**src/rtl/piece_scheduler.sv**
```systemverilog
// piece_scheduler: 7-bag shape sequencer with preview FIFO and once-per-spawn hold slot.
// Latency: spawn_valid pulses 1 cycle after the service cycle (2 cycles after a spawn_req rising edge).
// Backpressure: draws stall while the preview FIFO is full; a pending spawn waits while it is empty.
//
// Ports:
//   i_clk, i_reset       single clock, synchronous active-high reset
//   i_spawn_req          request next piece (pulse or level)
//   i_hold_req           request hold/swap of the active piece
//   o_spawn_valid        one-cycle pulse, spawn outputs valid
//   o_spawn_shape/_rotation/_position   registered spawn data
//   o_preview_shape      FIFO head shape, 4'hF when empty
//   o_hold_shape         held shape, 4'hF when empty
//   o_queue_count        FIFO occupancy
//   o_ready              FIFO non-empty
module piece_scheduler #(
    parameter int          QUEUE_DEPTH = 3,
    parameter logic [7:0]  SPAWN_POS   = 8'd128,
    parameter logic [15:0] LFSR_SEED   = 16'hACE1
) (
    input  logic       i_clk,
    input  logic       i_reset,
    input  logic       i_spawn_req,
    input  logic       i_hold_req,
    output logic       o_spawn_valid,
    output logic [3:0] o_spawn_shape,
    output logic [1:0] o_spawn_rotation,
    output logic [7:0] o_spawn_position,
    output logic [3:0] o_preview_shape,
    output logic [3:0] o_hold_shape,
    output logic [2:0] o_queue_count,
    output logic       o_ready
);

    typedef struct packed {
        logic [3:0] shape;
        logic [1:0] rot;
    } entry_t;

    // An all-zero LFSR would lock up, so a zero seed is replaced.
    localparam logic [15:0] LFSR_INIT = (LFSR_SEED == 16'h0000) ? 16'h0001 : LFSR_SEED;
    localparam logic [2:0]  DEPTH3    = 3'(QUEUE_DEPTH);

    logic [15:0] r_lfsr;
    logic [6:0]  r_bag;
    entry_t      r_mem [QUEUE_DEPTH];
    logic [2:0]  r_count;
    logic [3:0]  r_preview;
    logic        r_ready;
    logic        r_req_d;
    logic        r_pending;
    logic        r_active;
    logic        r_hold_used;
    logic [3:0]  r_hold_shape;
    logic        r_spawn_valid;
    logic [3:0]  r_spawn_shape;
    logic [1:0]  r_spawn_rot;

    logic        w_fb;
    logic [2:0]  w_cand;
    logic [7:0]  w_bag8;
    logic [6:0]  w_onehot;
    logic [6:0]  w_bag_or;
    logic [6:0]  w_bag_n;
    logic        w_full;
    logic        w_nonempty;
    logic        w_push;
    logic        w_pop;
    logic        w_arm;
    logic        w_service;
    logic        w_hold_occ;
    logic        w_hold_ok;
    logic        w_hold_fire;
    logic        w_pending_n;
    logic [2:0]  w_wr_idx;
    logic [2:0]  w_count_n;
    entry_t      w_head;
    entry_t      w_new;
    entry_t      w_mem_n [QUEUE_DEPTH];

    // Fibonacci LFSR, taps 16/14/13/11, shifting toward bit 0.
    assign w_fb   = r_lfsr[0] ^ r_lfsr[2] ^ r_lfsr[3] ^ r_lfsr[5];
    assign w_cand = r_lfsr[2:0];
    assign w_new  = '{shape: {1'b0, w_cand}, rot: r_lfsr[4:3]};

    // Bit 7 is tied high so candidate 7 always looks "already used" and is rejected.
    assign w_bag8     = {1'b1, r_bag};
    assign w_onehot   = 7'(8'h01 << w_cand);
    assign w_bag_or   = r_bag | w_onehot;
    assign w_full     = (r_count == DEPTH3);
    assign w_nonempty = (r_count != 3'd0);
    assign w_push     = !w_full && !w_bag8[w_cand];
    assign w_bag_n    = !w_push ? r_bag : ((w_bag_or == 7'h7F) ? 7'h00 : w_bag_or);

    // A held level request re-arms only in the cycle its previous pulse is visible.
    assign w_arm       = i_spawn_req && (!r_req_d || r_spawn_valid);
    assign w_service   = r_pending && w_nonempty;
    assign w_pending_n = (r_pending && !w_service) || w_arm;

    // Spawn requests take priority over hold in the same cycle.
    assign w_hold_occ  = (r_hold_shape != 4'hF);
    assign w_hold_ok   = i_hold_req && !r_hold_used && r_active && !i_spawn_req && !r_pending;
    assign w_hold_fire = w_hold_ok && (w_hold_occ || w_nonempty);
    assign w_pop       = w_service || (w_hold_fire && !w_hold_occ);

    assign w_head    = r_mem[0];
    assign w_wr_idx  = r_count - {2'b00, w_pop};
    assign w_count_n = r_count + {2'b00, w_push} - {2'b00, w_pop};

    // Shift-register FIFO: head always at index 0; a pop shifts down before the
    // push lands at the first free slot, so push+pop in one cycle returns the old head.
    always_comb begin
        for (int i = 0; i < QUEUE_DEPTH; i++) begin
            w_mem_n[i] = r_mem[i];
        end
        if (w_pop) begin
            for (int i = 0; i < QUEUE_DEPTH - 1; i++) begin
                w_mem_n[i] = r_mem[i + 1];
            end
            w_mem_n[QUEUE_DEPTH - 1] = '0;
        end
        if (w_push) begin
            for (int i = 0; i < QUEUE_DEPTH; i++) begin
                if (i == int'(w_wr_idx)) begin
                    w_mem_n[i] = w_new;
                end
            end
        end
    end

    always_ff @(posedge i_clk) begin
        if (i_reset) begin
            r_lfsr        <= LFSR_INIT;
            r_bag         <= 7'h00;
            for (int i = 0; i < QUEUE_DEPTH; i++) begin
                r_mem[i] <= '0;
            end
            r_count       <= 3'd0;
            r_preview     <= 4'hF;
            r_ready       <= 1'b0;
            r_req_d       <= 1'b0;
            r_pending     <= 1'b0;
            r_active      <= 1'b0;
            r_hold_used   <= 1'b0;
            r_hold_shape  <= 4'hF;
            r_spawn_valid <= 1'b0;
            r_spawn_shape <= 4'd0;
            r_spawn_rot   <= 2'd0;
        end else begin
            r_lfsr        <= {w_fb, r_lfsr[15:1]};
            r_bag         <= w_bag_n;
            for (int i = 0; i < QUEUE_DEPTH; i++) begin
                r_mem[i] <= w_mem_n[i];
            end
            r_count       <= w_count_n;
            r_preview     <= (w_count_n == 3'd0) ? 4'hF : w_mem_n[0].shape;
            r_ready       <= (w_count_n != 3'd0);
            r_req_d       <= i_spawn_req;
            r_pending     <= w_pending_n;
            r_spawn_valid <= w_service || w_hold_fire;

            if (w_service) begin
                r_spawn_shape <= w_head.shape;
                r_spawn_rot   <= w_head.rot;
                r_active      <= 1'b1;
                r_hold_used   <= 1'b0;
            end else if (w_hold_fire) begin
                r_hold_used  <= 1'b1;
                r_hold_shape <= r_spawn_shape;
                if (w_hold_occ) begin
                    // Swap: the held piece comes back unrotated.
                    r_spawn_shape <= r_hold_shape;
                    r_spawn_rot   <= 2'd0;
                end else begin
                    r_spawn_shape <= w_head.shape;
                    r_spawn_rot   <= w_head.rot;
                end
            end
        end
    end

    assign o_spawn_valid    = r_spawn_valid;
    assign o_spawn_shape    = r_spawn_shape;
    assign o_spawn_rotation = r_spawn_rot;
    assign o_spawn_position = SPAWN_POS;
    assign o_preview_shape  = r_preview;
    assign o_hold_shape     = r_hold_shape;
    assign o_queue_count    = r_count;
    assign o_ready          = r_ready;

endmodule

```
**config.mk**
```make
export PLATFORM = sky130hd
export DESIGN_NAME = piece_scheduler
export DESIGN_NICKNAME = d
export VERILOG_FILES = /design/src/rtl/piece_scheduler.sv
export SDC_FILE = /design/constraint.sdc
export NUM_CORES = 1
export LEC_CHECK = 0
export CORE_MARGIN = 2
export CORE_UTILIZATION = 45
export CTS_CLUSTER_SIZE = 14
export DETAILED_ROUTE_END_ITERATION = 7
export GPL_TIMING_DRIVEN = 0
export MAX_ROUTING_LAYER = met4
export PLACE_DENSITY = 0.75
export SLEW_MARGIN = 10
export SYNTH_ARGS = -nofsm -noshare
export SYNTH_HDL_FRONTEND = slang
export SYNTH_SLANG_ARGS = --single-unit
```
**constraint.sdc**
```tcl
create_clock -name i_clk -period 4.75 [get_ports i_clk]
set_input_delay 0.475 -clock i_clk [delete_from_list [all_inputs] [get_ports i_clk]]
set_output_delay 0.475 -clock i_clk [all_outputs]
set_load 0.05 [all_outputs]
```
==> results of run 1 <==
## power by group through the flow
| stage | Clock (mW) | Sequential [mW] | Combinational [mW] |
|---|---|---|---|
| floorplan | 0 | 0.814 | 0.409 |
| global placement | 0 | 0.689 | 0.687 |
| detailed placement | 0 | 0.691 | 0.701 |
| CTS | 0.460 | 0.679 | 0.704 |
| global route | 0.491 | 0.691 | 0.769 |
| finish | 0.451 | 0.680 | 0.703 |
## worst max-delay path, stage by stage
cell             delay [ps]
clkdlybuf4s50_1         490
and4bb_2                280
a21oi_1                 140
or2_1                   120
buf_4                   200
inv_2                    70
buf_6                   140
ha_1                    270
inv_1                    50
ha_1                    180
fa_1                    370
xnor2_1                 190
xnor2_1                 100
a21oi_1                 320
o211ai_1                160
## sequential cells by signal, summed over array words and instances, names as in the netlist, 2 cells and up
name	cells
o_spawn_rotation	2
r_bag	7
o_spawn_shape	4
o_queue_count	3
r_mem	18
r_lfsr	16
o_hold_shape	4
o_preview_shape	4
## routing by layer
metal / share of wire / vias up
met5: 0 / -
met3: 0.060 / 8
met4: 0.013 / 0
met2: 0.47 / 45
met1: 0.46 / 1003
li1: - / 1068
## metrics by stage
stage / total power, mW / setup WS, ps / utilization
floorplan: 1.222 / 1662 / -
global placement: 1.376 / 1055 / 0.5228
detailed placement: 1.392 / 1012 / 0.5228
CTS: 1.844 / 1371 / 0.5545
global route: 1.951 / 1183 / 0.5545
finish: 1.833 / 1400 / 0.5545
## cells by family (layout without fill, tap and decap cells)
family,after synthesis,after routing
adders and majority gates,5,5
DFF,64,64
xor gates and xnor gates,5,5
buffers and inverters,36,73
and+or+nand+nor,109,109
muxes,15,15
other,2,8
AOI/OAI and AO/OA,54,54
## final timing paths
kind | from | to | slack, ps | cells past startpoint
setup / recovery | i_spawn_req | o_preview_shape[2] | 1400 | 15
hold / removal | r_lfsr[8] | r_lfsr[7] | 410 | 1
setup reg to reg | o_queue_count[0] | o_preview_shape[2] | 1630 | 13
hold reg to reg | r_lfsr[8] | r_lfsr[7] | 410 | 1
## layout by cell type (no fill, tap or decap), types with 5 or more instances in the layout
master           instances
dfxtp_1                 64
nand2_1                 32
clkbuf_8                 9
a311oi_2                 5
nor3_1                   7
inv_1                   10
mux2i_1                 13
conb_1                   8
clkbuf_1                 9
or2_2                    7
or2_1                    5
clkdlybuf4s50_1         21
nor2_1                  18
nand3_1                  6
a21oi_1                 10
buf_4                   10
nor2b_1                 14
o21a_1                   8
## final cells by class
class | count | area (sq um) | share of cell area
buffer | 24 | 153.9 | 0.04688
clock buffer | 11 | 131.4 | 0.04002
clock inverter | 5 | 56.30 | 0.01715
inverter | 12 | 45.04 | 0.01372
multi-input combinational | 196 | 1311 | 0.3994
sequential | 64 | 1281 | 0.3902
tap | 75 | 93.84 | 0.02858
timing repair buffer | 21 | 210.2 | 0.06402
==> flow_summary.ini, run 1 <==
[clock_network]
cts_hold_buf = 0
cts-root-buf = clkbuf_8
htreeDepth = 3
cts_buffers = 9
clock_latency_ps = 340
post-cts-setup-buffer-count = 0
ctsResizeCount = 0
clkTransAtPathRegs_ps = 70
cts_tree = built
clock-sinks = 64
ctsLongestPathBuffers = 2

[die]
start_util = 0.4677
placementRows = 28
fp.dieW_microns = 82.44
fp.dieH_microns = 82.44
io_pins = 31
die_area_sq_um = 6796
core-area_sq_um = 5921

[detailed_routing]
routed_wl_mm = 5.538
num_vias = 2124
ant_nets = 0
drt_iter0_markers = 107
via_per_inst = 5.206
drc = 0
drtPass1Iterations = 4
wl_per_cell_microns = 13.57

[power]
p_int_mw = 1.144
power_leakage_nw = 1.268
power_density_nw_per_um2 = 558.4
p_sw_mw = 0.6898
comb_power_share = 0.383
peakVddDrop_uv = 259.8
switching_share = 0.3762
p_seq_frac = 0.371
clock_power_share = 0.246

[worst_hold_path]
min_path_type = flop to flop

[placed_design]
place_congestion = 0.7557
dp_cells = 392
port_buffers = 21
hpwl_mm = 3.948
postPlaceCellArea_sq_um = 3095

[worst_setup_path]
worstPathRequired_ps = 4950
path_class = input port to flop
crit_arrival_ps = 3550
crit_fanout = 11
worstSetupStartpointType = input port
endpoint_kind = flop

[sta]
hold_slack_ps = 410.4
period_share = 0.7053
slew_headroom = 0.5410
rsz0062_at_grt = no
fin_crit_ps = 3350
report.final.slew_viol_count = 0
hold_violations = 0
tns_ps = 0
tightest_slew_ps = 683.9
clock_skew_ps = 12.17
timing.fmax_mhz = 298.5
setup_viol = 0

[finish]
antenna_cells = 0
drive_gt1_frac = 0.1592
area_delta_synth_final_pct = 18.57
instances_no_fill = 408
postLayoutCellArea_sq_um = 3283
fillers = 528
nNetsFinal = 337

[synth]
syn_area_per_cell_sq_um = 9.548
synth_top_family_by_area = simple AND/OR/NAND/NOR gates
synth_ff_type = dfxtp_1
synth-xor-area-share = 0.01582
synth.cell_area_sq_um = 2769
yosys.area.top_type = dfxtp_1
synth_mux_area_frac = 0.05513
ys_seq_area_frac = 0.4627
synthSimpleGateAreaFrac = 0.2083
yosysMostFrequentCell = dfxtp_1
yosysWarnings = 0
synth_edf_count = 0
synthCells = 290
yosys-top-cells-area = dfxtp_1 (46%), mux2i_1 (4.7%), nand2_1 (4.3%)
synth_top_area_share = 0.4627
synthAdderAreaFrac = 0.02531
synth-async-reset-ratio = 0
synth_compound_area_frac = 0.1582
synth-seq-cells = 64
synth_commonest_cells = dfxtp_1 (64), nand2_1 (32), nor2_1 (18)
ys_types = 55

[global_routing]
grt_max_degree = 12
grt_util_met1 = 0.2323
grtUsageTotal = 0.1947
busiest_layer = met2
grtUsageMet3 = 0.06848
grt_pass1_vias = 2046
antenna_found_initial = 0
use_met2 = 0.2976
grt_pass1_wl_mm = 9.515
overflow = 0

[run]
max_cap_viol_count = 0

[outcome]
status = finished clean
(Power assumes the default switching activity.)
==> run 2, diff against run 1 <==
==> constraint.sdc (replaced) <==
create_clock -name i_clk -period 3.25 [get_ports i_clk]
set_input_delay 0.325 -clock i_clk [delete_from_list [all_inputs] [get_ports i_clk]]
set_output_delay 0.325 -clock i_clk [all_outputs]
set_load 0.05 [all_outputs]
==> run 2 against run 1 <==
Clock-buffer cell count unchanged. Clock power up 46%. Hold slack better by 2.6 ps. Critical endpoint unchanged. Cell area up 1.1%. Critical path type unchanged. Register-to-register slack worse by 1400 ps.
==> flow_summary.ini, run 2 (same netlist as run 1, synthesis figures left out) <==
[outcome]
status = finished clean

[sta]
period_share = 0.9421
fin_crit_ps = 3062
timing.fmax_mhz = 326.6
rsz0062_at_grt = no
clock_skew_ps = 12.23
setup_viol = 0
slew_headroom = 0.5453
hold_violations = 0
tightest_slew_ps = 677.5
report.final.slew_viol_count = 0
finalWorstSetupSlack_ps = 188.1

[finish]
fin_util = 0.5609
mostFrequentLayoutCell = dfxtp_1
seq_area_sq_um = 1281
largest_reg_flops = 18
drive_gt1_frac = 0.1721
nNetsFinal = 341
multiInputGateArea_sq_um = 1315
antenna_cells = 0
fillers = 524
layout_common_cells = dfxtp_1 (64), nand2_1 (32), clkdlybuf4s50_1 (21)
top_regs = r_mem x18, r_lfsr x16, r_bag x7
regMostFlops = r_mem
instances_no_fill = 412
area_delta_synth_final_pct = 19.93
postLayoutCellArea_sq_um = 3321

[placed_design]
pre_cts_ws_ps = -337.7
dp_cells = 392
place_congestion = 0.7557
port_buffers = 21
hpwl_mm = 3.948
postPlaceCellArea_sq_um = 3095

[worst_setup_path]
worst_path_max_delay_cell = clkdlybuf4s50_1
worstSetupStartpoint = i_spawn_req
worstPathRequired_ps = 3460
cp_top_family = buffers and inverters
crit_fanout = 11
worstSetupStartpointType = input port
worstSetupEndpoint = o_preview_shape[2]
cp.depth = 15
r2r_start = r_lfsr[1]
crit_arrival_ps = 3280
path_class = input port to flop
endpoint_kind = flop
r2r_end = o_preview_shape[2]
cpPeakStageDelay_ps = 490
reg2reg_depth = 12
r2r_slack_ps = 230
crit_chain = clkdlybuf4s50_1 -> and4bb_2 -> a21oi_1 -> or2_1 -> buf_6 -> inv_2 -> buf_6 -> ha_1 -> inv_1 -> ha_1 -> fa_1 -> xnor2_1 -> xnor2_1 -> a21oi_2 -> o211ai_1
cp_num_buf_inv = 5

[detailed_routing]
drc = 0
ant_nets = 0
via_per_inst = 5.216
wl_per_cell_microns = 13.72
drtPass1Iterations = 5
num_vias = 2149
drt_iter0_markers = 106
routed_wl_mm = 5.654

[clock_network]
htreeDepth = 3
ctsLongestPathBuffers = 2
cts-root-buf = clkbuf_8
cts_tree = built
clock_latency_ps = 340
cts_hold_buf = 0
clkTransAtPathRegs_ps = 70
cts_buffers = 9
clock-sinks = 64

[die]
core-area_sq_um = 5921
fp.dieH_microns = 82.44
fp.dieW_microns = 82.44
die_area_sq_um = 6796
io_pins = 31
placementRows = 28
start_util = 0.4677

[power]
power_density_nw_per_um2 = 817.6
fin_total_pwr_mw = 2.715
peakVddDrop_uv = 382.2
power_leakage_nw = 1.287

[global_routing]
grtUsageTotal = 0.1947
grt_max_degree = 12
grt_pass1_vias = 2046
antenna_found_initial = 0
overflow = 0
grt_pass1_wl_mm = 9.515

[run]
max_cap_viol_count = 0

[worst_hold_path]
min_path_type = flop to flop
-- run 2: cell count changes in the layout (fill, tap and decap cells not counted), sizes merged --
cell / change
buf: +4
-- run 2: where the power goes --
group	switching [mW]	internal, mW	total (mW)
Combinational	0.641	0.420	1.06
Sequential	0.0799	0.914	0.994
Clock	0.305	0.355	0.659
Total	1.03	1.69	2.71
-- run 2: worst reg2reg max path, cell delays in order, from the launching register on --
cell      delay (ps)
dfxtp_1          350
mux2_1           340
o221ai_2         210
o211a_2          290
inv_2            120
ha_1             300
inv_1             50
ha_1             180
fa_1             370
xnor2_1          140
xnor2_1          160
a21oi_2          250
o211ai_1         140
-- run 2: repair_timing --
item,in CTS,in global routing
setup buffers,0,4
resized for setup,0,2
setup endpoints to repair,0,4
-- run 2: metal layers --
layer,share of wire,vias up,track usage
met5,0,-,-
met4,0.019,0,0.08333
met3,0.054,14,0.06848
met2,0.47,54,0.2976
met1,0.46,1008,0.2323
li1,-,1073,-
-- run 2: through the flow --
stage	hold slack [ps]	setup TNS [ps]
2_1_floorplan	389.5	0
3_3_place_gp	394.2	-1194
3_5_place_dp	399.7	-1365
4_1_cts	420.1	0
5_1_grt	436.5	0
6_report	413.0	0
-- run 2: worst min-delay path by stage --
stage	startpoint	end	slack, ps	cells after the start
finish	r_lfsr[8]	r_lfsr[7]	410	1
global placement	r_lfsr[6]	r_lfsr[5]	390	1
global route	r_lfsr[6]	r_lfsr[5]	440	1
detailed placement	r_lfsr[6]	r_lfsr[5]	400	1
CTS	r_lfsr[14]	r_lfsr[13]	420	1
floorplan	r_lfsr[11]	r_lfsr[10]	390	1
-- run 2: cell type report --
| cell class | count | share of cell area |
|---|---|---|
| timing repair buffer | 25 | 0.07234 |
| clock buffer | 11 | 0.03956 |
| clock inverter | 5 | 0.01696 |
| tap | 75 | 0.02826 |
| sequential | 64 | 0.3858 |
| inverter | 12 | 0.01356 |
| multi-input combinational | 196 | 0.3960 |
| buffer | 24 | 0.04748 |
